**src/rtl/reg_file_sb.sv**
```systemverilog
// Integer register file with write-back bypass and a per-register pending-write scoreboard.
// Decode reads two operands and stalls on RAW hazards until the producer retires through WB.
module reg_file_sb #(
    parameter int XLEN  = 32,
    parameter int NREGS = 32,
    localparam int AW   = $clog2(NREGS)
) (
    input  logic            clk,
    input  logic            rst,
    input  logic            i_rf_wr,
    input  logic [AW-1:0]   i_wr_addr,
    input  logic [XLEN-1:0] i_wr_data,
    input  logic [AW-1:0]   i_rs1_addr,
    input  logic [AW-1:0]   i_rs2_addr,
    output logic [XLEN-1:0] o_rs1_data,
    output logic [XLEN-1:0] o_rs2_data,
    input  logic            i_issue_valid,
    input  logic [AW-1:0]   i_issue_rd,
    output logic            o_rs1_busy,
    output logic            o_rs2_busy,
    output logic [5:0]      o_busy_cnt
);

    logic [XLEN-1:0]  r_regs [NREGS];
    logic [NREGS-1:0] r_busy;
    logic [5:0]       r_busy_cnt;

    logic             w_wr_en;
    logic             w_rs1_hit;
    logic             w_rs2_hit;
    logic [NREGS-1:0] w_busy_nxt;
    logic [5:0]       w_cnt_nxt;

    assign w_wr_en   = i_rf_wr && (i_wr_addr != '0);
    assign w_rs1_hit = i_rf_wr && (i_wr_addr == i_rs1_addr);
    assign w_rs2_hit = i_rf_wr && (i_wr_addr == i_rs2_addr);

    always_ff @(posedge clk or posedge rst) begin
        if (rst) begin
            for (int i = 0; i < NREGS; i++) begin
                r_regs[i] <= '0;
            end
        end else if (w_wr_en) begin
            r_regs[i_wr_addr] <= i_wr_data;
        end
    end

    // Set is applied after clear so a same-index issue (younger producer) wins.
    always_comb begin
        w_busy_nxt = r_busy;
        if (w_wr_en) begin
            w_busy_nxt[i_wr_addr] = 1'b0;
        end
        if (i_issue_valid && (i_issue_rd != '0)) begin
            w_busy_nxt[i_issue_rd] = 1'b1;
        end
        w_busy_nxt[0] = 1'b0;
    end

    always_comb begin
        w_cnt_nxt = '0;
        for (int i = 0; i < NREGS; i++) begin
            w_cnt_nxt = w_cnt_nxt + 6'(w_busy_nxt[i]);
        end
    end

    always_ff @(posedge clk or posedge rst) begin
        if (rst) begin
            r_busy     <= '0;
            r_busy_cnt <= '0;
        end else begin
            r_busy     <= w_busy_nxt;
            r_busy_cnt <= w_cnt_nxt;
        end
    end

    always_comb begin
        o_rs1_data = r_regs[i_rs1_addr];
        if (i_rs1_addr == '0) begin
            o_rs1_data = '0;
        end else if (w_rs1_hit) begin
            o_rs1_data = i_wr_data;
        end
    end

    always_comb begin
        o_rs2_data = r_regs[i_rs2_addr];
        if (i_rs2_addr == '0) begin
            o_rs2_data = '0;
        end else if (w_rs2_hit) begin
            o_rs2_data = i_wr_data;
        end
    end

    // A retiring write releases the stall in the same cycle it is bypassed.
    assign o_rs1_busy = r_busy[i_rs1_addr] & ~w_rs1_hit;
    assign o_rs2_busy = r_busy[i_rs2_addr] & ~w_rs2_hit;
    assign o_busy_cnt = r_busy_cnt;

endmodule

```
**config.mk**
```make
export PLATFORM = sky130hd
export DESIGN_NAME = reg_file_sb
export DESIGN_NICKNAME = d
export VERILOG_FILES = /design/src/rtl/reg_file_sb.sv
export SDC_FILE = /design/constraint.sdc
export NUM_CORES = 2
export LEC_CHECK = 0
export ABC_AREA = 1
export ABC_CLOCK_PERIOD_IN_PS = 35400
export CORE_ASPECT_RATIO = 0.8
export CORE_UTILIZATION = 40
export CTS_CLUSTER_SIZE = 28
export DETAILED_ROUTE_END_ITERATION = 8
export PLACE_DENSITY_LB_ADDON = 0.05
export REMOVE_ABC_BUFFERS = 1
export SYNTH_ARGS = -nofsm -noshare
export SYNTH_HDL_FRONTEND = slang
export SYNTH_SLANG_ARGS = --single-unit
export TNS_END_PERCENT = 1
```
**constraint.sdc**
```tcl
create_clock -name clk -period 35.4 [get_ports clk]
set_input_delay 3.54 -clock clk [delete_from_list [all_inputs] [get_ports clk]]
set_output_delay 3.54 -clock clk [all_outputs]
set_load 0.03 [all_outputs]
```
### Word level (Yosys, flattened, before mapping)

Index checks and enable logic that the tools add are counted.

| storage, ports and cells | value |
|---|---|
| bits of input ports | 56 |
| output and inout port bits | 72 |
| register bits | 1,061 |
| word-level logic and storage cells | 120 |

| operators by class | value |
|---|---|
| multiplexer cells | 23 |
| reductions and logical operators | 11 |
| magnitude comparators | 10 |
| equality and inequality tests | 2 |
| add/subtract/negate cells | 30 |
| bitwise operators | 10 |

Operators with widths:

| operator | number |
|---|---|
| 1024-bit bitwise mux | 1 |
| 32-bit two-way mux | 11 |
| 32-bit binary-select mux with 5-bit select | 2 |
| 32-bit demux with 5-bit select | 1 |
| 6-bit by 1-bit adder with 6-bit output | 25 |
| 32-bit bitwise AND | 1 |
| 32-bit inverter | 1 |
| 32-bit bitwise OR | 1 |
| 5-bit by 6-bit < comparator with 1-bit output, second input constant | 4 |
| 6-bit greater-or-equal comparator, second input constant | 3 |
| 5-bit inverter with 6-bit output | 3 |
| 1-bit binary-select mux with 5-bit select | 2 |
| 1-bit demux with 5-bit select | 2 |
| 5-bit == test | 2 |
| 5-bit by 1-bit greater-or-equal comparator with 1-bit output, second input constant | 2 |
| 5-bit logical NOT | 2 |
| 5-bit nonzero test | 2 |
| 1-bit logical AND | 7 |
| 5-bit by 1-bit adder with 6-bit output | 1 |
| 6-bit by 1-bit < comparator with 1-bit output, second input constant | 1 |
| 4-bit by 1-bit adder with 5-bit output | 1 |
| 3-bit by 1-bit adder with 4-bit output | 1 |
| 1-bit two-way mux | 4 |
| 2-bit by 1-bit adder with 3-bit output | 1 |
| other kinds (3) | 5 |

### Longest topological paths before layout

| logic depth | value |
|---|---|
| depth in word-level cells | 39 |
| gate-level depth with buffers | 25 |
| mapped depth without buffers | 24 |

### Worst setup path before layout

OpenSTA, ideal clock, no wires.

| path | value |
|---|---|
| kind | input -> register |
| from | in i_wr_addr[2] |
| to | reg r_busy_cnt[4], in the netlist o_busy_cnt[4] |
| path slack | 26.648 ns |
| data required time | 35.277 ns |
| stages on the path | 23 |
| library setup time | 0.123 ns |
| arrival time | 8.630 ns |
| buffers on the path | 2 |
| cell sequence | buf_4 > nor3_1 > inv_2 > nor2_4 > inv_2 > clkbuf_1 > nand2_1 > o21ai_0 > fa_1 > inv_1 > fa_1 > fa_1 > inv_1 > fa_1 > fa_1 > fa_1 > inv_1 > fa_1 > inv_1 > fa_1 > nand3_1 > nand3_1 > xor2_1 |

| on the way | value |
|---|---|
| elaborated cells between the ends (all ways) | 42 |
| those cells by class | 30 x add/sub; 2 x order compare; 4 x mux; 3 x bitwise; 3 x reduce/logical |

RTL lines:

| element | RTL line | text |
|---|---|---|
| start: declaration | 11 | `input logic [AW-1:0] i_wr_addr,` |
| 5-bit by 6-bit < comparator with 1-bit output (implied by the code) or 5-bit by 1-bit greater-or-equal comparator with 1-bit output (tied branches) | 52 | `w_busy_nxt[i_wr_addr] = 1'b0;` |
| 1-bit logical AND (implied by the code) | 52 |  |
| 1-bit two-way mux (implied by the code) | 52 |  |
| 1-bit demux with 5-bit select | 52 |  |
| 32-bit inverter (no line) | - |  |
| 32-bit bitwise AND (no line) | - |  |
| 32-bit two-way mux * | 51 | `if (w_wr_en) begin` |
| 32-bit bitwise OR (no line) | - |  |
| 32-bit two-way mux * | 54 | `if (i_issue_valid && (i_issue_rd != '0)) begin` |
| named net w_busy_nxt[10] | 31 | `logic [NREGS-1:0] w_busy_nxt;` |
| 6-bit by 1-bit adder with 6-bit output * (22 in series) | 63 | `w_cnt_nxt = w_cnt_nxt + 6'(w_busy_nxt[i]);` |
| named net w_cnt_nxt[4] | 32 | `logic [5:0] w_cnt_nxt;` |
| end signal: assignment | 73 | `r_busy_cnt <= w_cnt_nxt;` |
| end: declaration | 26 | `logic [5:0] r_busy_cnt;` |

Mark *: on every way through the listed nets, which the timed path passes. The rest lies on a longest branch.
A chain may end at the register's enable or synchronous reset.

### Worst setup path in the final report

| path | value |
|---|---|
| from | in i_rs1_addr[0] |
| to | out o_rs1_data[27] |

| on the way | value |
|---|---|
| longest elaborated chain between the ends | 6 |
| elaborated cells between the ends (all ways) | 9 |
| those cells by class | 1 x eq/ne; 5 x mux; 1 x bitwise; 2 x reduce/logical |

RTL lines:

| element | RTL line | text |
|---|---|---|
| start: declaration | 13 | `input logic [AW-1:0] i_rs1_addr,` |
| 5-bit inverter with 6-bit output (implied by the code) | 78 | `o_rs1_data = r_regs[i_rs1_addr];` |
| 32-bit binary-select mux with 5-bit select | 78 |  |
| 32-bit two-way mux (implied by the code) (2 in series) | 78 |  |
| 32-bit two-way mux | 81 | `end else if (w_rs1_hit) begin` |
| 32-bit two-way mux * | 79 | `if (i_rs1_addr == '0) begin` |
| end: declaration | 15 | `output logic [XLEN-1:0] o_rs1_data,` |

Mark *: on every way between the ends. The rest lies on a longest branch, timed or not. The select of a mux whose other input is x is not followed.

==> out/results.ini <==
[yosys]
synth_fa_ha_area_share_pct=0.877
synth_seq_cells=1061
synth.cell_area_um2=62500
synth_top_family_by_area=simple AND/OR/NAND/NOR gates
ys_warn_count=0
ys_seq_area_share_pct=42.5
avgSynthCellArea_um2=6.87
synth-simple-area-share_pct=29.3
synthMuxAreaShare_pct=0
synth_xor_area_share_pct=0.0700
synth.distinct_cells=37
syn_inst=9103
synth_compound_area_share_pct=15.2

[global_routing]
grt_pass1_vias=57094
grt_pass1_wl_um=403000
grt_max_degree=179
antenna_found_initial=5
grt_usage_pct=34.7
grt_overflow_total=0

[clock_network]
tritoncts=done
hold_buffers=0
clk_path_buf_depth=3
post-cts-setup-buffer-count=0
clk_pin_slew_ns=0.06
ctsResizeCount=0
cts_buffers=130
clock_latency_ns=0.79
clock-sinks=1061
cts.htree.levels=4
root_buffer=clkbuf_16

[floorplanning]
dieHeight_um=356
dieArea_um2=158000
fp.coreArea_um2=155000
io-pin-count=128
initial_core_util_pct=40.4
die_width_um=444
num_rows=129

[routing]
via_count=61315
wl_um=276000
detail_route.wl_per_cell_um=25.4
drt_pass1_iterations=8
drc_errors=0
ant_nets=0
drt-vias-per-instance=5.64
drt_iter0_markers=8258

[power_and_ir_drop]
power.density_nw_per_um2=62.8
peakVddDrop_mv=0.280
leakagePower_nw=32.1

[sta]
setup_violations=0
finalHoldViolCount=0
rsz0062_at_grt=false
relSlewSlack_pct=0.872
clock_skew_ns=0.00552
fmax_mhz=83.5
period_minus_slack_ns=11.98
fin_setup_tns_ns=0
setup_slack_ns=23.42
tightestPinTransition_ns=1.48
drv_slew=0
fin_crit_sh_pct=33.8

[setup_path]
worstPathArrival_ns=8.44
worstSetupPathType=in2out
required_ns=31.86
worst_setup_path_start_kind=primary input
crit_slowest_cell=buf_4
path_cells=buf_8 > nor2_4 > buf_4 > buf_4 > nand2_1 > nand3_1 > nand2_1 > nand2_1 > nor2_1 > nand2_1 > nand2_1 > a21oi_1 > clkdlybuf4s50_1
crit_top_cell=nand2_1
endpoint_kind=primary output
cp_max_fo=78
critical_path.max_stage_delay_ns=0.89

[placement]
dp_slack_ns=23.71
place_congestion=0.870
place_hpwl_um=145000
numPortBuffers=127
place_inst=10641

[layout]
fin_util_pct=44.2
area_growth_pct=9.48
final_cell_mix=nand2_1, dfrtp_1, nand3_1
final_layout_size_suffix_gt1_share_pct=5.36
layout_commonest_cell=nand2_1
final_cell_count_no_fill=10873
fin_nets=8829

[flow_run]
maxCapViolCount=0

[min_path]
hold_class=reg2reg

[status]
status=completed

power by group:
part           internal (mW)  total (mW)  switching (mW)
registers               1.49        1.61           0.117
clock network          0.817        1.40           0.579
logic                  0.455        1.29           0.837
synth_stat cells:
cell	count	area (um2)
o211ai_1	271	2030
o21a_1	5	37.5
nand2_4	1	11.3
buf_4	69	518
nor3_4	1	16.3
o21ai_2	20	175
buf_2	362	1810
o21ai_0	851	4260
clkbuf_1	270	1010
clkbuf_2	1	5.00
nand3_1	1043	5220
fa_1	23	460
dfrtp_1	1061	26600
a21boi_0	1	7.51
nand2_2	2	12.5
nor2_2	12	75.1
nor2_1	549	2060
nor3_1	9	45.0
buf_6	12	135
clkinv_1	2	7.51
or2_2	9	56.3
inv_1	1004	3770
nand4_1	2	12.5
o21ai_1	292	1460
a22oi_1	1	7.51
inv_4	4	25.0
nand2_1	2823	10600
ha_1	7	87.6
o22ai_1	29	181
o221ai_1	1	8.76
nor2_4	13	146
inv_2	30	113
buf_1	50	188
nor3_2	3	30.0
xor2_1	5	43.8
a21oi_1	264	1320
nor2_8	1	20.0
critical path, delay by kind of cell:
kind	cells	cell delay, ns
buffers and inverters	4	2.74
and+or+nand+nor	8	1.38
AOI/OAI and AO/OA	1	0.57
per-stage QoR:
step                total power [mW]  hold slack, ns  instance area, um2
floorplan                       2.51           0.354               58900
global placement                2.89           0.366               64100
detailed placement              2.91           0.366               64100
CTS                             4.31           0.378               68400
global route                    4.59           0.385               68400
finish                          4.30           0.376               68400
cell families (layout without fill, tap and decap cells):
group | after synthesis | in the layout
fa+ha+maj | 30 | 30
other cells | 0 | 2
flops | 1061 | 1061
compound gates | 1735 | 1735
xor+xnor | 5 | 5
simple gates | 4468 | 4468
buf+inv | 1804 | 1542
state kept, by name (all words and copies together) (netlist names):
name        count
o_busy_cnt      6
r_busy         31
r_regs       1024
worst paths after layout:
check / from / endpoint / slack [ns] / cells after the start
worst max-delay path: i_rs1_addr[0] / o_rs1_data[27] / 23.42 / 13
worst min-delay path: r_regs[1020]$_DFFE_PP0P_ / r_regs[1020]$_DFFE_PP0P_ / 0.38 / 0
worst max register to register: r_busy[26]$_DFF_PP0_ / o_busy_cnt[4]$_DFF_PP0_ / 30.30 / 17
worst min register to register: r_regs[1020]$_DFFE_PP0P_ / r_regs[1020]$_DFFE_PP0P_ / 0.38 / 0
max in group asynchronous: rst / r_regs[148]$_DFFE_PP0P_ / 27.99 / 6
min in group asynchronous: rst / r_regs[650]$_DFFE_PP0P_ / 3.31 / 2
routing by layer:
metal | part of all wire [%] | up-vias | GRT usage (%)
met4 | 3.2 | 4 | 11.3
met3 | 10 | 483 | 6.20
li1 | - | 28189 | -
met1 | 44 | 29293 | 50.0
met5 | 0.0072 | - | 0
met2 | 42 | 3346 | 52.4
final cells by class:
type	instances	area, um2
Clock inverter	34	449
Antenna cell	2	5.00
Fill cell	16000	86500
Clock buffer	196	3880
Timing Repair Buffer	272	2460
Multi-Input combinational cell	6238	28600
Sequential cell	1061	26600
Tap cell	2030	2540
Inverter	1040	3950
Power figures use the tool's default switching activity.
